==> config.mk <==
export PLATFORM = sky130hd
export DESIGN_NAME = int_arbiter
export DESIGN_NICKNAME = d
export VERILOG_FILES = /design/src/rtl/int_arbiter.sv
export SDC_FILE = /design/constraint.sdc
export NUM_CORES = 1
export LEC_CHECK = 0
export CORE_MARGIN = 1.5
export CORE_UTILIZATION = 37
export CTS_CLUSTER_DIAMETER = 150
export CTS_CLUSTER_SIZE = 24
export DETAILED_ROUTE_END_ITERATION = 6
export PLACE_DENSITY = 0.76
export SETUP_SLACK_MARGIN = 0.1
export SKIP_LAST_GASP = 1
export SYNTH_ARGS = -nofsm -noshare
export SYNTH_HDL_FRONTEND = slang
export SYNTH_SLANG_ARGS = --single-unit
==> constraint.sdc <==
create_clock -name clk -period 1.25 [get_ports clk]
set_clock_uncertainty 0.1 [all_clocks]
set_input_delay 0.1875 -clock clk [delete_from_list [all_inputs] [get_ports clk]]
set_output_delay 0.1875 -clock clk [all_outputs]
set_load 0.01 [all_outputs]
==> src/rtl/int_arbiter.sv <==
// Interrupt arbiter: edge-latches irq lines, masks, selects one, and tracks it until the CPU returns to user mode.
// Define INT_ARB_ROUND_ROBIN_EN for round-robin selection; fixed priority (line 0 highest) otherwise.
//
// state | meaning
// IDLE  | no interrupt in flight; selects a winner when in user mode
// REQ   | manager_irq held with int_addr/cur_id until int_taken
// ENTER | vector accepted; waiting for the CPU to enter system mode
// RUN   | handler running; waiting for the return to user mode
module int_arbiter #(
  parameter int                 NUM_IRQ    = 6,
  parameter logic [15:0]        VEC_BASE   = 16'h10,
  parameter int                 VEC_STRIDE = 4,
  parameter logic [NUM_IRQ-1:0] MASK_RST   = '0
) (
  input  logic               clk,
  input  logic               rst,
  input  logic [NUM_IRQ-1:0] irq,
  input  logic               priv_lv,
  input  logic               int_taken,
  input  logic               mask_wr,
  input  logic [NUM_IRQ-1:0] mask_data,
  output logic [NUM_IRQ-1:0] mask,
  output logic [NUM_IRQ-1:0] pending,
  output logic [NUM_IRQ-1:0] ack,
  output logic               manager_irq,
  output logic [15:0]        int_addr,
  output logic [2:0]         cur_id,
  output logic               busy
);

  typedef enum logic [1:0] {IDLE, REQ, ENTER, RUN} state_t;

  state_t             state;
  logic [NUM_IRQ-1:0] irq_q;
  logic [NUM_IRQ-1:0] rise;
  logic [NUM_IRQ-1:0] elig;
  logic [NUM_IRQ-1:0] clr;
  logic [2:0]         win_id;
  logic               win_found;
`ifdef INT_ARB_ROUND_ROBIN_EN
  logic [2:0]         rr_ptr;
`endif

  function automatic logic [15:0] vec_of(input logic [2:0] id);
    return VEC_BASE + 16'(VEC_STRIDE * int'(id));
  endfunction

  assign rise = irq & ~irq_q;
  assign elig = pending & ~mask;
  assign busy = (state != IDLE);

  // Descending scans: the last hit is the lowest index.
  always_comb begin
    win_id    = '0;
    win_found = 1'b0;
`ifdef INT_ARB_ROUND_ROBIN_EN
    for (int i = NUM_IRQ - 1; i >= 0; i--) begin
      if (elig[i] && (3'(i) >= rr_ptr)) begin
        win_id    = 3'(i);
        win_found = 1'b1;
      end
    end
    if (!win_found) begin
      for (int i = NUM_IRQ - 1; i >= 0; i--) begin
        if (elig[i]) begin
          win_id    = 3'(i);
          win_found = 1'b1;
        end
      end
    end
`else
    for (int i = NUM_IRQ - 1; i >= 0; i--) begin
      if (elig[i]) begin
        win_id    = 3'(i);
        win_found = 1'b1;
      end
    end
`endif
  end

  always_comb begin
    clr = '0;
    ack = '0;
    for (int i = 0; i < NUM_IRQ; i++) begin
      clr[i] = (state == REQ) && int_taken && (cur_id == 3'(i));
      ack[i] = ~pending[i] & ~(busy && (cur_id == 3'(i)));
    end
  end

  always_ff @(posedge clk) begin
    if (rst) begin
      state       <= IDLE;
      irq_q       <= '0;
      pending     <= '0;
      mask        <= MASK_RST;
      manager_irq <= 1'b0;
      int_addr    <= '0;
      cur_id      <= '0;
`ifdef INT_ARB_ROUND_ROBIN_EN
      rr_ptr      <= '0;
`endif
    end else begin
      irq_q   <= irq;
      // A fresh edge on the line being accepted survives the clear.
      pending <= (pending & ~clr) | rise;
      if (mask_wr) mask <= mask_data;
      case (state)
        IDLE: begin
          if (priv_lv && win_found) begin
            cur_id      <= win_id;
            int_addr    <= vec_of(win_id);
            manager_irq <= 1'b1;
            state       <= REQ;
          end
        end
        REQ: begin
          if (int_taken) begin
            manager_irq <= 1'b0;
            state       <= ENTER;
`ifdef INT_ARB_ROUND_ROBIN_EN
            if (cur_id == 3'(NUM_IRQ - 1)) rr_ptr <= '0;
            else                           rr_ptr <= cur_id + 3'd1;
`endif
          end else if (!priv_lv) begin
            manager_irq <= 1'b0;
            state       <= IDLE;
          end
        end
        ENTER: begin
          if (!priv_lv) state <= RUN;
        end
        RUN: begin
          if (priv_lv) state <= IDLE;
        end
        default: state <= IDLE;
      endcase
    end
  end

endmodule

# Yosys cells after proc, flatten, opt, wreduce, memory -nomap -nowiden
# Index checks and enable logic that the tools add are counted.
[totals]
wordCells = 88
reg_bits = 40
input_bits = 17
output_inout_bits = 39
[op_classes]
bitwise_logic = 25
reduce_logical = 21
n_addsub = 1
eq_ne = 12
mux = 22
[op_table]
columns = ["operator", "count"]
rows = [
  ["6-bit AND", 3],
  ["3-bit two-way mux", 6],
  ["6-bit NOT", 3],
  ["1-bit logical AND", 14],
  ["1-bit NOT", 12],
  ["2-bit two-way mux", 5],
  ["1-bit two-way mux", 9],
  ["2-bit one-hot mux with 4 select lines", 1],
  ["5-bit by 5-bit adder with 6-bit output, first input constant", 1],
  ["1-bit AND", 6],
  ["3-bit by 2-bit equality test with 1-bit output, second input constant", 2],
  ["3-bit equality test, second input constant", 2],
  ["2-bit inequality test, second input constant", 3],
  ["6-bit OR", 1],
  ["2-bit equality test, second input constant", 2],
  ["4-bit AND reduction", 1],
  ["2-bit nonzero test", 2],
  ["3-bit by 1-bit equality test with 1-bit output, second input constant", 1],
  ["3-bit zero test", 1],
  ["3-bit inequality test, second input constant", 1],
  ["3-bit AND reduction", 1],
  ["2-bit by 1-bit equality test with 1-bit output, second input constant", 1],
  ["2-bit zero test", 1],
  ["1-bit one-hot mux with 2 select lines", 1],
  ["2-bit AND reduction", 1],
]

# Logic depth before layout (Yosys ltp)
[logic_depth]
depth_word = 11
depth_mapped = 4
depth_no_buf = 4

# Worst setup path after synthesis
# No wires, ideal clock.
[synth_timing]
path_kind = "register to register"
startpoint = "register mask[0]"
endpoint = "register state[0]"
setup_time_ps = 132
path_slack_ps = -46
t_arrival_ps = 1064
stages_incl_launch_ff = 5
synth_period_minus_slack_ps = 1296
n_path_buf = 0
required_time_ps = 1018
cell_sequence = "dfxtp_1 > nand2b_1 > nand4_1 > o311ai_0 > a21oi_1"
[synth_via]
elab_chain_cells = 6
[synth_rtl]
columns = ["item", "line_no", "rtl"]
rows = [
  ["start: declaration", "22", "output logic [NUM_IRQ-1:0] mask,"],
  ["start signal: assignment", "106", "if (mask_wr) mask <= mask_data;"],
  ["6-bit NOT", "49", "assign elig = pending & ~mask;"],
  ["6-bit AND", "49", ""],
  ["1-bit two-way mux", "73", "if (elig[i]) begin"],
  ["1-bit logical AND", "109", "if (priv_lv && win_found) begin"],
  ["2-bit inequality test (no source line)", "-", ""],
  ["4-bit AND reduction (no source line)", "-", ""],
  ["end signal: assignment", "113", "state <= REQ;"],
  ["end signal: assignment", "119", "state <= ENTER;"],
  ["end signal: assignment", "126", "state <= IDLE;"],
  ["end: declaration", "33", "state_t state;"],
]
# Every way passes these cells.
# A chain may end at the register's enable or synchronous reset.

# Worst setup path after layout
[layout_timing]
startpoint = "register state[0]"
endpoint = "output ack[2]"
[layout_via]
elab_chain_cells = 4
[layout_rtl]
columns = ["item", "line_no", "rtl"]
rows = [
  ["start signal: assignment", "92", "state <= IDLE;"],
  ["start signal: assignment", "113", ""],
  ["start signal: assignment", "119", ""],
  ["2-bit nonzero test", "50", "assign busy = (state != IDLE);"],
  ["1-bit logical AND", "86", "ack[i] = ~pending[i] & ~(busy && (cur_id == 3'(i)));"],
  ["1-bit NOT", "86", ""],
  ["1-bit AND", "86", ""],
  ["end: declaration", "24", "output logic [NUM_IRQ-1:0] ack,"],
]
# Every way passes these cells.

==> metrics.md <==
| Metric | Value |
|---|---|
| Worst Path Class, Setup | `flip-flop to output port` |
| Synth-to-Final Area Change | `77.2%` |
| Crit-path max FO | `4` |
| Final setup margin | `-0.280 ns` |
| Failing checks | `negative setup slack` |
| Clock slew at reported path FFs | `0.14 ns` |
| Post-synthesis compound-gate area fraction | `17.0%` |
| Number of synthesized flops with an enable pin | `0` |
| RSZ-0062 raised after global routing | `yes` |
| Detailed-route wire length per cell | `14.1 um` |
| Yosys warnings | `0` |
| Startpoint Class | `flip-flop` |
| Share of layout cells above drive strength 1 | `54.6%` |
| Area contributors post-synth | `dfxtp_1 41%, buf_4 9.3%, nand2b_1 7.2%` |
| First-pass DRT Iterations | `4` |
| Seq cells post-synth | `25` |
| Post-Synth XOR/XNOR Area | `0%` |
| Rows | `20` |
| Root Buffer | `clkbuf_4` |
| Die W | `60.2 um` |
| GPL Wtd Cong | `0.875` |
| Initial core utilization | `39.3%` |
| Synth unique cells | `31` |
| Remaining routing DRC violations | `0` |
| R2R Path Start | `state[0]` |
| Total core area | `0.00308 mm2` |
| CP peak stage delay | `0.38 ns` |
| Final Setup Violations | `20` |
| Commonest non-fill, non-tap cells in the layout | `32 x buf_6, 26 x buf_4, 16 x clkdlybuf4s50_1, 12 x conb_1, 11 x a21oi_1` |
| Share of the synthesized area in the top cell type | `41.4%` |
| Pleak | `0.952 nW` |
| Final WL | `3.66 mm` |
| First-pass GRT wire length | `5.67 mm` |
| Final hold viol count | `0` |
| Largest net degree at the start of global routing | `14` |
| Cell chain of the critical path | `nor2_4, nor2_4, a31oi_1, buf_2` |
| R2R depth | `5` |
| Skew-Pair Late Insertion Delay | `0.31 ns` |
| I/O pins | `56` |
| H-tree levels | `1` |
| Required @ worst endpoint | `0.96 ns` |
| Biggest area consumer among synthesized cells | `dfxtp_1` |
| Synth Area in Simple Gates | `22.8%` |
| Share of async-settable or async-resettable flops after synthesis | `0%` |
| Worst min path class | `input pin to flip-flop` |
| N_diodes | `0` |
| Clock Tree Buf Depth | `2` |
| Vias per cell | `4.75` |
| Fin crit share | `122%` |
| Worst hold path cell count | `3` |
| Nature of the critical path endpoint | `output port` |
| Hold Path End | `pending[2]` |
| Die H | `60.2 um` |
| Hpwl dp | `2.44 mm` |
| Most numerous cell on the critical path | `nor2_4` |
| Filler cells | `233` |
| Min Tclk post-route | `1.53 ns` |
| DRT iter0 DRCs | `17` |
| Setup_tns | `-3.54 ns` |
| Total global routing overflow | `0` |
| Vias in the first global route | `1247` |
| Initial antenna violation count | `0` |
| Port bufs | `43` |
| Mux cell area share after synthesis | `6.62%` |
| Total GRT Usage | `21.0%` |
| Final non-filler cell total | `260` |
| Seq/Total Area, Yosys | `41.4%` |
| Fin. max-slew vios | `0` |
| Fmax | `0.654 GHz` |
| Critical-path top delay cell | `dfxtp_4` |
| Hold Buf Count CTS | `0` |
| Cell area power density | `943 mW/mm2` |
| VDD IR max | `0.504 mV` |
| Vias after detailed routing | `1234` |
| Status | `finished with violations` |
| Top FF cell, synth | `dfxtp_1` |
| # placed instances | `242` |
| Die footprint | `0.00362 mm2` |
| CTS tree | `done` |
| Arr. time, crit path | `1.24 ns` |
| Hold path startpoint | `irq[2]` |
| Num CTS Buffers | `3` |
| NumNets Final | `234` |
| Max-Cap Viols | `0` |
| Reg2reg end | `pending[0]` |
| Cell Area, Synth | `0.00121 mm2` |
| Synth Area in Adders | `0%` |
| DRT antenna net count | `0` |
| Power Total | `2.02 mW` |
| CTS sink count | `25` |
| Mean Syn Cell Area | `8.96 um2` |
| R2R setup slack | `-0.25 ns` |
| Post-Synthesis Cells | `135` |
| Commonest non-fill, non-tap cell in the layout | `buf_6` |
| Largest family of logic cells by synthesized area | `simple AND/OR/NAND/NOR gates` |
sequential cells by signal, summed over array words and instances (netlist names), named ones only:
name / count
cur_id: 3
int_addr: 1
irq_q: 6
manager_irq: 1
mask: 6
pending: 6
state: 1
Yosys cell counts, types with 4 or more instances:
master,instances
o21ai_0,5
buf_4,15
inv_1,4
nand2_1,6
a31oi_1,4
dfxtp_1,25
nand2b_1,14
a21oi_1,12
mux2i_1,8
nor2b_1,8
nor2_1,10
timing repair:
| item | in CTS | in global routing |
|---|---|---|
| setup endpoints to repair | 39 | 36 |
| cloned | 0 | 0 |
| buffers inserted | 11 | 12 |
| pin swaps | 10 | 5 |
| gates resized for setup | 171 | 18 |
worst max-delay path by stage:
stage / to / cells after the start / slack [ns] / start
4_1_cts: ack[2] / 4 / -0.28 / state[0]
6_report: ack[2] / 4 / -0.28 / state[0]
3_5_place_dp: ack[2] / 4 / -0.39 / flip-flop
5_1_grt: ack[2] / 4 / -0.35 / flip-flop
2_1_floorplan: cur_id[0] / 4 / 0.02 / mask[1]
3_3_place_gp: pending[0] / 5 / -0.35 / int_taken
logic make-up (layout without fill, tap and decap cells):
logic type | Yosys count | in the layout
mux | 8 | 8
flops | 25 | 25
buf+inv | 23 | 93
compound gates | 30 | 30
other cells | 1 | 12
simple gates | 48 | 48
cell type report:
class                   instances  area [um2]  area share (%)
inverters                       4        15.0           0.700
repair buffers                 85         786            36.6
clock buffers                   4        26.3            1.23
multi-input cells              98         716            33.4
well taps                      44        55.1            2.57
flip-flops and latches         25         547            25.5
where the power goes:
part / total (mW) / internal [mW] / switching [mW] / leakage (nW)
Clock: 0.361 / 0.124 / 0.236 / 0.0150
Combinational: 0.746 / 0.421 / 0.325 / 0.721
Sequential: 0.916 / 0.858 / 0.0585 / 0.216
Total: 2.02 / 1.40 / 0.620 / 0.952
routing by layer:
metal	share of wire, %	track usage, %
met1	42	25.0
met2	54	38.5
met3	4.5	2.60
met4	0.36	6.67
met5	0	0
critical path: cells and delay by family (launching register included):
family                 cells  cell delay, ns
buffers and inverters      1            0.16
DFF                        1            0.38
AOI/OAI and AO/OA          1            0.19
and+or+nand+nor            2            0.20
stage by stage:
step	instance area [um2]	utilization, %	setup slack, ns	hold slack (ns)
final	2140	69.7	-0.280	0.342
after global placement	1870	60.7	-0.345	0.355
after floorplan	1290	-	0.0170	0.159
after global routing	2140	69.7	-0.350	0.331
after detailed placement	1870	60.7	-0.389	0.355
after CTS	2060	67.1	-0.275	0.341
Note: power is estimated with default switching activity, not from simulation.
